**config.mk**
```make
export PLATFORM = sky130hd
export DESIGN_NAME = spi_reg_ctrl
export DESIGN_NICKNAME = d
export VERILOG_FILES = /design/src/rtl/spi_reg_pkg.sv /design/src/rtl/spi_reg_arb.sv /design/src/rtl/spi_reg_ctrl.sv
export SDC_FILE = /design/constraint.sdc
export NUM_CORES = 1
export LEC_CHECK = 0
export BUFFER_PORTS_ARGS = -buffer_cell sky130_fd_sc_hd__buf_4
export CAP_MARGIN = 20
export CORE_UTILIZATION = 35
export CTS_CLUSTER_DIAMETER = 40
export CTS_CLUSTER_SIZE = 8
export DETAILED_ROUTE_END_ITERATION = 16
export HOLD_SLACK_MARGIN = 0.12
export PLACE_DENSITY_LB_ADDON = 0.15
export SLEW_MARGIN = 20
export SYNTH_ARGS = -nofsm -noshare
export SYNTH_HDL_FRONTEND = slang
export SYNTH_SLANG_ARGS = --single-unit
```
**constraint.sdc**
```tcl
create_clock -name clk -period 4.48 [get_ports clk]
set_input_delay 0.224 -clock clk [delete_from_list [all_inputs] [get_ports clk]]
set_output_delay 0.224 -clock clk [all_outputs]
set_load 0.01 [all_outputs]
```
**src/rtl/spi_reg_pkg.sv**
```systemverilog
// rtl/spi_reg_pkg.sv - shared types and constants for the PLL config register controller
package spi_reg_pkg;

  localparam int REG_W    = 8;
  localparam int NUM_REGS = 16;

  localparam logic [3:0] ADDR_ID     = 4'd0;
  localparam logic [3:0] ADDR_COMMIT = 4'd14;
  localparam logic [3:0] ADDR_STAT   = 4'd15;

  // Requester slots on the arbiter
  localparam int GNT_SPI = 0;
  localparam int GNT_LOC = 1;

  typedef enum logic {
    IDLE   = 1'b0,
    ACCESS = 1'b1
  } state_t;

endpackage

```
**src/rtl/spi_reg_arb.sv**
```systemverilog
// rtl/spi_reg_arb.sv - 2-way round-robin arbiter holding the last-granted pointer
module spi_reg_arb
  import spi_reg_pkg::*;
(
  input  logic       clk,
  input  logic       rst,
  input  logic [1:0] req,
  input  logic       advance,
  output logic [1:0] gnt
);

  logic last_loc;

  // On a tie the requester that was not granted last wins
  always_comb begin
    gnt = 2'b00;
    if (req[GNT_LOC] && (!req[GNT_SPI] || !last_loc)) begin
      gnt[GNT_LOC] = 1'b1;
    end else if (req[GNT_SPI]) begin
      gnt[GNT_SPI] = 1'b1;
    end
  end

  always_ff @(posedge clk or posedge rst) begin
    if (rst) begin
      last_loc <= 1'b0;
    end else if (advance && (gnt != 2'b00)) begin
      last_loc <= gnt[GNT_LOC];
    end
  end

endmodule

```
**src/rtl/spi_reg_ctrl.sv**
```systemverilog
// rtl/spi_reg_ctrl.sv - SPI/local register bank controller for PLL config; SPI_REG_SHADOW_EN adds a shadow bank
module spi_reg_ctrl
  import spi_reg_pkg::*;
#(
  parameter logic [REG_W-1:0]          DEV_ID  = 8'hA5,
  parameter logic [REG_W*NUM_REGS-1:0] CFG_RST = '0
) (
  input  logic                      clk,
  input  logic                      rst,
  input  logic                      spi_valid,
  input  logic                      spi_rw,
  input  logic [3:0]                spi_addr,
  input  logic [REG_W-1:0]          spi_wdata,
  output logic [REG_W-1:0]          spi_rdata,
  input  logic                      loc_req,
  input  logic                      loc_we,
  input  logic [3:0]                loc_addr,
  input  logic [REG_W-1:0]          loc_wdata,
  output logic                      loc_ack,
  output logic [REG_W-1:0]          loc_rdata,
  input  logic [6:0]                stat_in,
  output logic [REG_W*NUM_REGS-1:0] cfg_out,
  output logic                      cfg_upd,
  output logic                      spi_ovf
);

  state_t state, state_nxt;
  logic [1:0] gnt_q, gnt_nxt;
  logic [1:0] arb_req, arb_gnt;
  logic       advance;

  logic             spi_pend;
  logic             pend_rw;
  logic [3:0]       pend_addr;
  logic [REG_W-1:0] pend_wdata;

  logic             is_spi, is_loc;
  logic             acc_we, wr_en;
  logic [3:0]       acc_addr;
  logic [REG_W-1:0] acc_wdata, rd_val;
  logic             spi_drop;

  logic [REG_W-1:0] live_q [1:NUM_REGS-2];
`ifdef SPI_REG_SHADOW_EN
  logic [REG_W-1:0] shadow_q [1:NUM_REGS-3];
  logic             commit;
`endif

  // While an access is in flight the arbiter only sees the granted requester,
  // so advance records the grant actually served.
  assign arb_req = (state == ACCESS) ? gnt_q : {loc_req, spi_pend};
  assign advance = (state == ACCESS);

  spi_reg_arb u_arb (
    .clk     (clk),
    .rst     (rst),
    .req     (arb_req),
    .advance (advance),
    .gnt     (arb_gnt)
  );

  assign is_spi    = (state == ACCESS) && gnt_q[GNT_SPI];
  assign is_loc    = (state == ACCESS) && gnt_q[GNT_LOC];
  assign acc_we    = is_spi ? pend_rw    : loc_we;
  assign acc_addr  = is_spi ? pend_addr  : loc_addr;
  assign acc_wdata = is_spi ? pend_wdata : loc_wdata;
  assign wr_en     = (is_spi || is_loc) && acc_we;
  assign spi_drop  = spi_valid && spi_pend && !is_spi;

  // Read view: shadow contents for 1..13 when the shadow bank exists
  always_comb begin
    rd_val = '0;
`ifdef SPI_REG_SHADOW_EN
    for (int i = 1; i <= NUM_REGS - 3; i++) begin
      if (acc_addr == 4'(i)) rd_val = shadow_q[i];
    end
    if (acc_addr == ADDR_COMMIT) rd_val = live_q[ADDR_COMMIT];
`else
    for (int i = 1; i <= NUM_REGS - 2; i++) begin
      if (acc_addr == 4'(i)) rd_val = live_q[i];
    end
`endif
    if (acc_addr == ADDR_ID)   rd_val = DEV_ID;
    if (acc_addr == ADDR_STAT) rd_val = {spi_ovf, stat_in};
  end

  always_ff @(posedge clk or posedge rst) begin
    if (rst) begin
      state <= IDLE;
      gnt_q <= 2'b00;
    end else begin
      state <= state_nxt;
      gnt_q <= gnt_nxt;
    end
  end

  always_comb begin
    state_nxt = state;
    gnt_nxt   = gnt_q;
    loc_ack   = 1'b0;
    loc_rdata = '0;
    case (state)
      IDLE: begin
        if (arb_gnt != 2'b00) begin
          gnt_nxt   = arb_gnt;
          state_nxt = ACCESS;
        end
      end
      ACCESS: begin
        state_nxt = IDLE;
        if (gnt_q[GNT_LOC]) begin
          loc_ack   = 1'b1;
          loc_rdata = loc_we ? '0 : rd_val;
        end
      end
      default: state_nxt = IDLE;
    endcase
  end

  // A frame arriving while one is still waiting (and not being served) is lost
  always_ff @(posedge clk or posedge rst) begin
    if (rst) begin
      spi_pend   <= 1'b0;
      pend_rw    <= 1'b0;
      pend_addr  <= '0;
      pend_wdata <= '0;
    end else if (spi_valid && !spi_drop) begin
      spi_pend   <= 1'b1;
      pend_rw    <= spi_rw;
      pend_addr  <= spi_addr;
      pend_wdata <= spi_wdata;
    end else if (is_spi) begin
      spi_pend <= 1'b0;
    end
  end

  always_ff @(posedge clk or posedge rst) begin
    if (rst) begin
      spi_ovf <= 1'b0;
    end else if (spi_drop) begin
      spi_ovf <= 1'b1;
    end else if (wr_en && (acc_addr == ADDR_STAT) && acc_wdata[7]) begin
      spi_ovf <= 1'b0;
    end
  end

  always_ff @(posedge clk or posedge rst) begin
    if (rst) begin
      spi_rdata <= '0;
    end else if (is_spi && !pend_rw) begin
      spi_rdata <= rd_val;
    end
  end

`ifdef SPI_REG_SHADOW_EN
  assign commit = wr_en && (acc_addr == ADDR_COMMIT) && acc_wdata[0];

  // Reg 14 bit0 is a commit strobe and never stays set
  always_ff @(posedge clk or posedge rst) begin
    if (rst) begin
      for (int i = 1; i <= NUM_REGS - 3; i++) begin
        shadow_q[i] <= CFG_RST[REG_W*i +: REG_W];
        live_q[i]   <= CFG_RST[REG_W*i +: REG_W];
      end
      live_q[ADDR_COMMIT] <= CFG_RST[REG_W*ADDR_COMMIT +: REG_W];
      cfg_upd             <= 1'b0;
    end else begin
      cfg_upd <= wr_en && (acc_addr == ADDR_COMMIT);
      for (int i = 1; i <= NUM_REGS - 3; i++) begin
        if (wr_en && (acc_addr == 4'(i))) shadow_q[i] <= acc_wdata;
        if (commit)                       live_q[i]   <= shadow_q[i];
      end
      if (wr_en && (acc_addr == ADDR_COMMIT)) begin
        live_q[ADDR_COMMIT] <= {acc_wdata[REG_W-1:1], 1'b0};
      end
    end
  end
`else
  always_ff @(posedge clk or posedge rst) begin
    if (rst) begin
      for (int i = 1; i <= NUM_REGS - 2; i++) begin
        live_q[i] <= CFG_RST[REG_W*i +: REG_W];
      end
      cfg_upd <= 1'b0;
    end else begin
      cfg_upd <= wr_en && (acc_addr != ADDR_ID) && (acc_addr != ADDR_STAT);
      for (int i = 1; i <= NUM_REGS - 2; i++) begin
        if (wr_en && (acc_addr == 4'(i))) live_q[i] <= acc_wdata;
      end
    end
  end
`endif

  always_comb begin
    cfg_out = '0;
    cfg_out[REG_W-1:0] = DEV_ID;
    for (int i = 1; i <= NUM_REGS - 2; i++) begin
      cfg_out[REG_W*i +: REG_W] = live_q[i];
    end
    cfg_out[REG_W*NUM_REGS-1 -: REG_W] = {spi_ovf, stat_in};
  end

endmodule

```
# Word level (Yosys, flattened, before mapping)
# Index checks and enable logic that the tools add are counted.
# op_classes
eq_ne	16
mux	34
bitwise	1
reduce_logical	40
# op_table
cell	n
$mux W8	20
$eq A4 B4 Y1 const B	8
$logic_and A1 B1 Y1	27
$eq A4 B3 Y1 const B	4
$mux W1	11
$eq A4 B2 Y1 const B	2
$reduce_bool A2 Y1	3
$logic_not A1 Y1	5
$eq A4 B1 Y1 const B	1
$logic_not A4 Y1	1
$mux W4	1
$ne A4 B4 Y1 const B	1
$reduce_bool A4 Y1	1
$logic_or A1 B1 Y1	2
$mux W2	1
$pmux W1 S2	1
$reduce_and A2 Y1	1
$not A1 Y1	1
# word_totals
register_bits	140
input_bits	37
out_inout_bits	147
elab_cells	115

# Longest topological paths before layout
# depth
word_depth	22
mapped_depth	11
depth_no_buf	7

# By module
# Synthesis repeated with hierarchy kept, for this count alone.
# unflattened
cells_unflattened	730
area_unflattened_um2	6765.2
# modules_own_cells
mod	instances	cells_per_inst	area_each_um2	seq_area_each_um2
spi_reg_ctrl	1	723	6706.4	3478.3
spi_reg_arb	1	7	58.8	25.0

# Worst setup path before layout
# Ideal clock, no wire load.
# synth_timing
path_kind	register to output
start	reg state, in the netlist advance
end	out loc_rdata[5]
arrival_ps	1996
t_required_ps	4256
setup_slack_ps	2260
stages_incl_launch_ff	9
path_buffers	2
cell_sequence	dfrtp_1 -> and2_1 -> buf_4 -> o21ai_2 -> buf_2 -> a21oi_1 -> o22ai_1 -> a211oi_1 -> nor4_1
# synth_between
elab_chain_cells	22
word_cells_on_any_way	37
classes_between	15 x eq/ne; 20 x mux; 2 x reduce/logical
# synth_rtl
item	line_no	source
start, declared	spi_reg_ctrl.sv:27	state_t state, state_nxt;
start signal, assigned	spi_reg_ctrl.sv:92	state <= state_nxt;
$logic_and A1 B1 Y1	spi_reg_ctrl.sv:62	assign is_spi = (state == ACCESS) && gnt_q[GNT_SPI];
$mux W4	spi_reg_ctrl.sv:65	assign acc_addr = is_spi ? pend_addr : loc_addr;
$eq A4 B1 Y1	spi_reg_ctrl.sv:80	if (acc_addr == 4'(i)) rd_val = live_q[i];
$mux W8 (14 in series)	spi_reg_ctrl.sv:80	
$mux W8	spi_reg_ctrl.sv:83	if (acc_addr == ADDR_ID) rd_val = DEV_ID;
$mux W8	spi_reg_ctrl.sv:84	if (acc_addr == ADDR_STAT) rd_val = {spi_ovf, stat_in};
$mux W8	spi_reg_ctrl.sv:113	loc_rdata = loc_we ? '0 : rd_val;
$mux W8	spi_reg_ctrl.sv:111	if (gnt_q[GNT_LOC]) begin
$mux W8 (*)	spi_reg_ctrl.sv:102	case (state)
end, declared	spi_reg_ctrl.sv:20	output logic [REG_W-1:0] loc_rdata,
# Every way passes the cells marked *; elsewhere a longest branch is shown, timed or not.

# Final worst setup path
# layout_timing
start	reg state, in the netlist advance
end	out loc_rdata[7]
# Same word-level chain as after synthesis.

==> results.tsv <==
stage	metric	value	unit
run_status	status	completed	
floorplan	num ports	184	
worst_setup_path	Req. time, crit path	4260	ps
power_and_ir_drop	combinational share of power	0.437	
hold_path	Hold EP	spi_rdata[5]	
floorplan	Core Rows	50	
global_route	first-pass GRT wire length	38000	um
clock_network	post-CTS setup buffer count	0	
yosys	Post-Syn Area	0.00690	mm2
final_layout	Antenna Cells	0	
yosys	Mapped Cells	745	
yosys	asr flop ratio synth	1.00	
worst_setup_path	CP startpoint kind	register	
detailed_routing	Routed WL	25700	um
place	Placer Congestion	0.964	
yosys	Post-synth EDFFs	0	
yosys	yosys warns	0	
final_layout	ratio of cells with drive above 1 in the final layout	0.279	
clock_network	CTS resizes	0	
clock_network	H-tree Lvls	4	
sta	final period utilization	0.893	
final_layout	area grow syn2layout	31.4	%
worst_setup_path	Crit Path Max Fanout	22	
power_and_ir_drop	Power Density	803	mW/mm2
detailed_routing	vias per cell	5.54	
global_route	antenna violations before repair	0	
detailed_routing	drc violations	0	
sta	RSZ-0062 raised after global routing	no	
yosys	Unique masters post-synth	62	
detailed_routing	Routed Antenna Nets	0	
hold_path	Hold Path Class	input pin to register	
power_and_ir_drop	Clock Power Share	0.224	
final_layout	Net count, final	936	
worst_setup_path	type of the worst setup path	register to output port	
floorplan	die area	0.0203	mm2
detailed_routing	DR iter-0 viols	685	
global_route	largest net degree at the start of global routing	106	
sta	skew final	8.01	ps
worst_setup_path	reg2reg path depth	7	
clock_network	CTS sink count	140	
yosys	ys flop type	dfrtp_1	
hold_path	Hold Crit Start	stat_in[5]	
yosys	share of the yosys chip area belonging to registers	0.508	
clock_network	clock buffer depth	2	
floorplan	Die Ht	142	um
yosys	dominant cells by area after synthesis	dfrtp_1, o21ai_0, nand2_1, a21oi_1, nor2_1	
yosys	syn_area_per_cell	9.26	um2
sta	final setup violation count	0	
worst_setup_path	critical path capture point type	output port	
sta	Final min period	4000	ps
sta	Final Hold Fails	0	
power_and_ir_drop	share of power burned in registers	0.339	
yosys	flops & latches, synth	140	
global_route	number of global-route vias before repair	6038	
clock_network	Clk Latency, worst-skew pair	440	ps
clock_network	CTS Root Cell	clkbuf_16	
worst_setup_path	Worst EP arrival	3780	ps
detailed_routing	Avg WL per Cell	22.0	um
global_route	grt total ovfl	0	
power_and_ir_drop	switching share of power	0.428	
sta	Tightest Pin Transition	1110	ps
worst_setup_path	flop2flop setup slack	1140	ps
worst_setup_path	RR Startpoint	advance	
floorplan	die width	142	um
power_and_ir_drop	P_leak	4.14	nW
clock_network	clk slew on worst S/H paths	60	ps
yosys	post-synth top area share	0.508	
sta	fmax	0.250	GHz
final_layout	final core utilization	0.476	
job	Max Cap Violations	0	
sta	Max-slew headroom	0.244	
floorplan	Core ar.	0.0190	mm2
worst_setup_path	RR Endpoint	spi_rdata[7]	
sta	final-report max-slew violation count	0	
place	Port-buffer cells	175	
power_and_ir_drop	sw power	0.00312	W
hold_path	hold path cells	3	
detailed_routing	iteration count of the initial detailed-routing pass	6	
sta	Final TNS setup	0	ps
clock_network	TritonCTS clock tree	done	
clock_network	CTS buffer count	17	
detailed_routing	vias	6491	
power_and_ir_drop	Internal Power	0.00416	W
power_and_ir_drop	worst vdd ir	381	uV
clock_network	CTS Hold Bufs	16	
floorplan	initial core utilization	0.363	
place	DP HPWL	18100	um
global_route	Global Route Usage Sum	0.261	
yosys	Synth area leader	dfrtp_1	
[power groups by stage]
stage	logic [W]	registers [W]	clock network [W]
2_1_floorplan	0.00169	0.00238	0
3_3_place_gp	0.00310	0.00248	0
3_5_place_dp	0.00313	0.00247	0
4_1_cts	0.00315	0.00245	0.00165
5_1_grt	0.00344	0.00252	0.00171
6_report	0.00318	0.00247	0.00163
[kinds of logic (layout without fill, tap and decap cells)]
logic type / Yosys count / in the layout / synth area share
compound gates: 269 / 269 / 0.245
flops: 140 / 140 / 0.508
buf+inv: 73 / 234 / 0.0626
other cells: 2 / 8 / 0.00109
mux: 24 / 24 / 0.0374
simple gates: 237 / 237 / 0.146
[worst max path at each step]
stage | start | endpoint | slack [ps] | cells after the start
2_1_floorplan | rst | advance | 500 | 1
3_3_place_gp | advance | loc_rdata[7] | 1100 | 8
3_5_place_dp | advance | loc_rdata[7] | 1030 | 8
4_1_cts | advance | loc_rdata[7] | 550 | 8
5_1_grt | advance | loc_rdata[1] | 200 | 8
6_report | advance | loc_rdata[7] | 480 | 8
[metal layers]
layer	global-route usage	vias to the layer above	part of all wire	routed length, um
met5	0	-	0	0
met4	0.0821	0	0.024	623
met3	0.0680	50	0.087	2240
met2	0.390	361	0.44	11400
met1	0.366	3119	0.45	11500
li1	-	2961	-	-
[through the flow]
stage | hold WS, ps | setup slack, ps | std cells | power, W | instance area, um2
after floorplan | 332 | 503 | 751 | 0.00407 | 6920
after global placement | 439 | 1100 | 1124 | 0.00557 | 8220
after detailed placement | 447 | 1030 | 1124 | 0.00559 | 8220
after CTS | 146 | 551 | 1172 | 0.00726 | 9050
after global routing | 177 | 198 | 1172 | 0.00767 | 9060
final | 166 | 481 | 1172 | 0.00727 | 9060
[flip-flops by register name (all words and copies together), names as in the netlist, 2 cells and up]
signal / cells
spi_rdata: 8
cfg_out: 112
pend_wdata: 8
gnt_q: 2
pend_addr: 4
[cells in the final DEF, fill, tap and decap left out, drive strengths merged, types with 8 or more instances in the layout]
master	synthesis	layout
dfrtp	140	140
nand2	128	128
a22oi	8	8
buf	56	183
o22ai	16	16
mux2i	10	10
dlygate4sd3	0	16
clkbuf	14	19
nand3	8	8
a21oi	50	50
nor2	66	66
conb	2	8
mux2	14	14
o21ai	129	129
[synth_stat cells, types with 5 or more instances]
library cell	count
a21oi_1	50
a222oi_1	5
a22oi_1	7
buf_2	27
buf_4	25
clkbuf_1	14
dfrtp_1	140
mux2_2	14
mux2i_1	10
nand2_1	127
nand2b_1	7
nand3_1	8
nor2_1	62
nor3_1	6
o2111ai_1	5
o21a_1	6
o21ai_0	96
o21ai_1	29
o221ai_1	6
o22ai_1	16
or3_1	6
[worst max-delay path, stage by stage (launching register included)]
cell and delay (ps):
dfrtp_1 600, and2_1 630, o21ai_2 480, a222oi_1 580, o22ai_1 210, a221oi_2 310, o21ai_1 160, and3_1 210
buf_4 140
[layout make-up]
class	instances	area (um2)
fill	1871	9960
sequential	140	3500
multi-input combinational	538	3010
timing repair buffer	199	1530
clock buffer	19	433
tap	260	325
clock inverter	13	236
inverter	3	16.3
No activity file was read; power rests on OpenSTA's default activity.
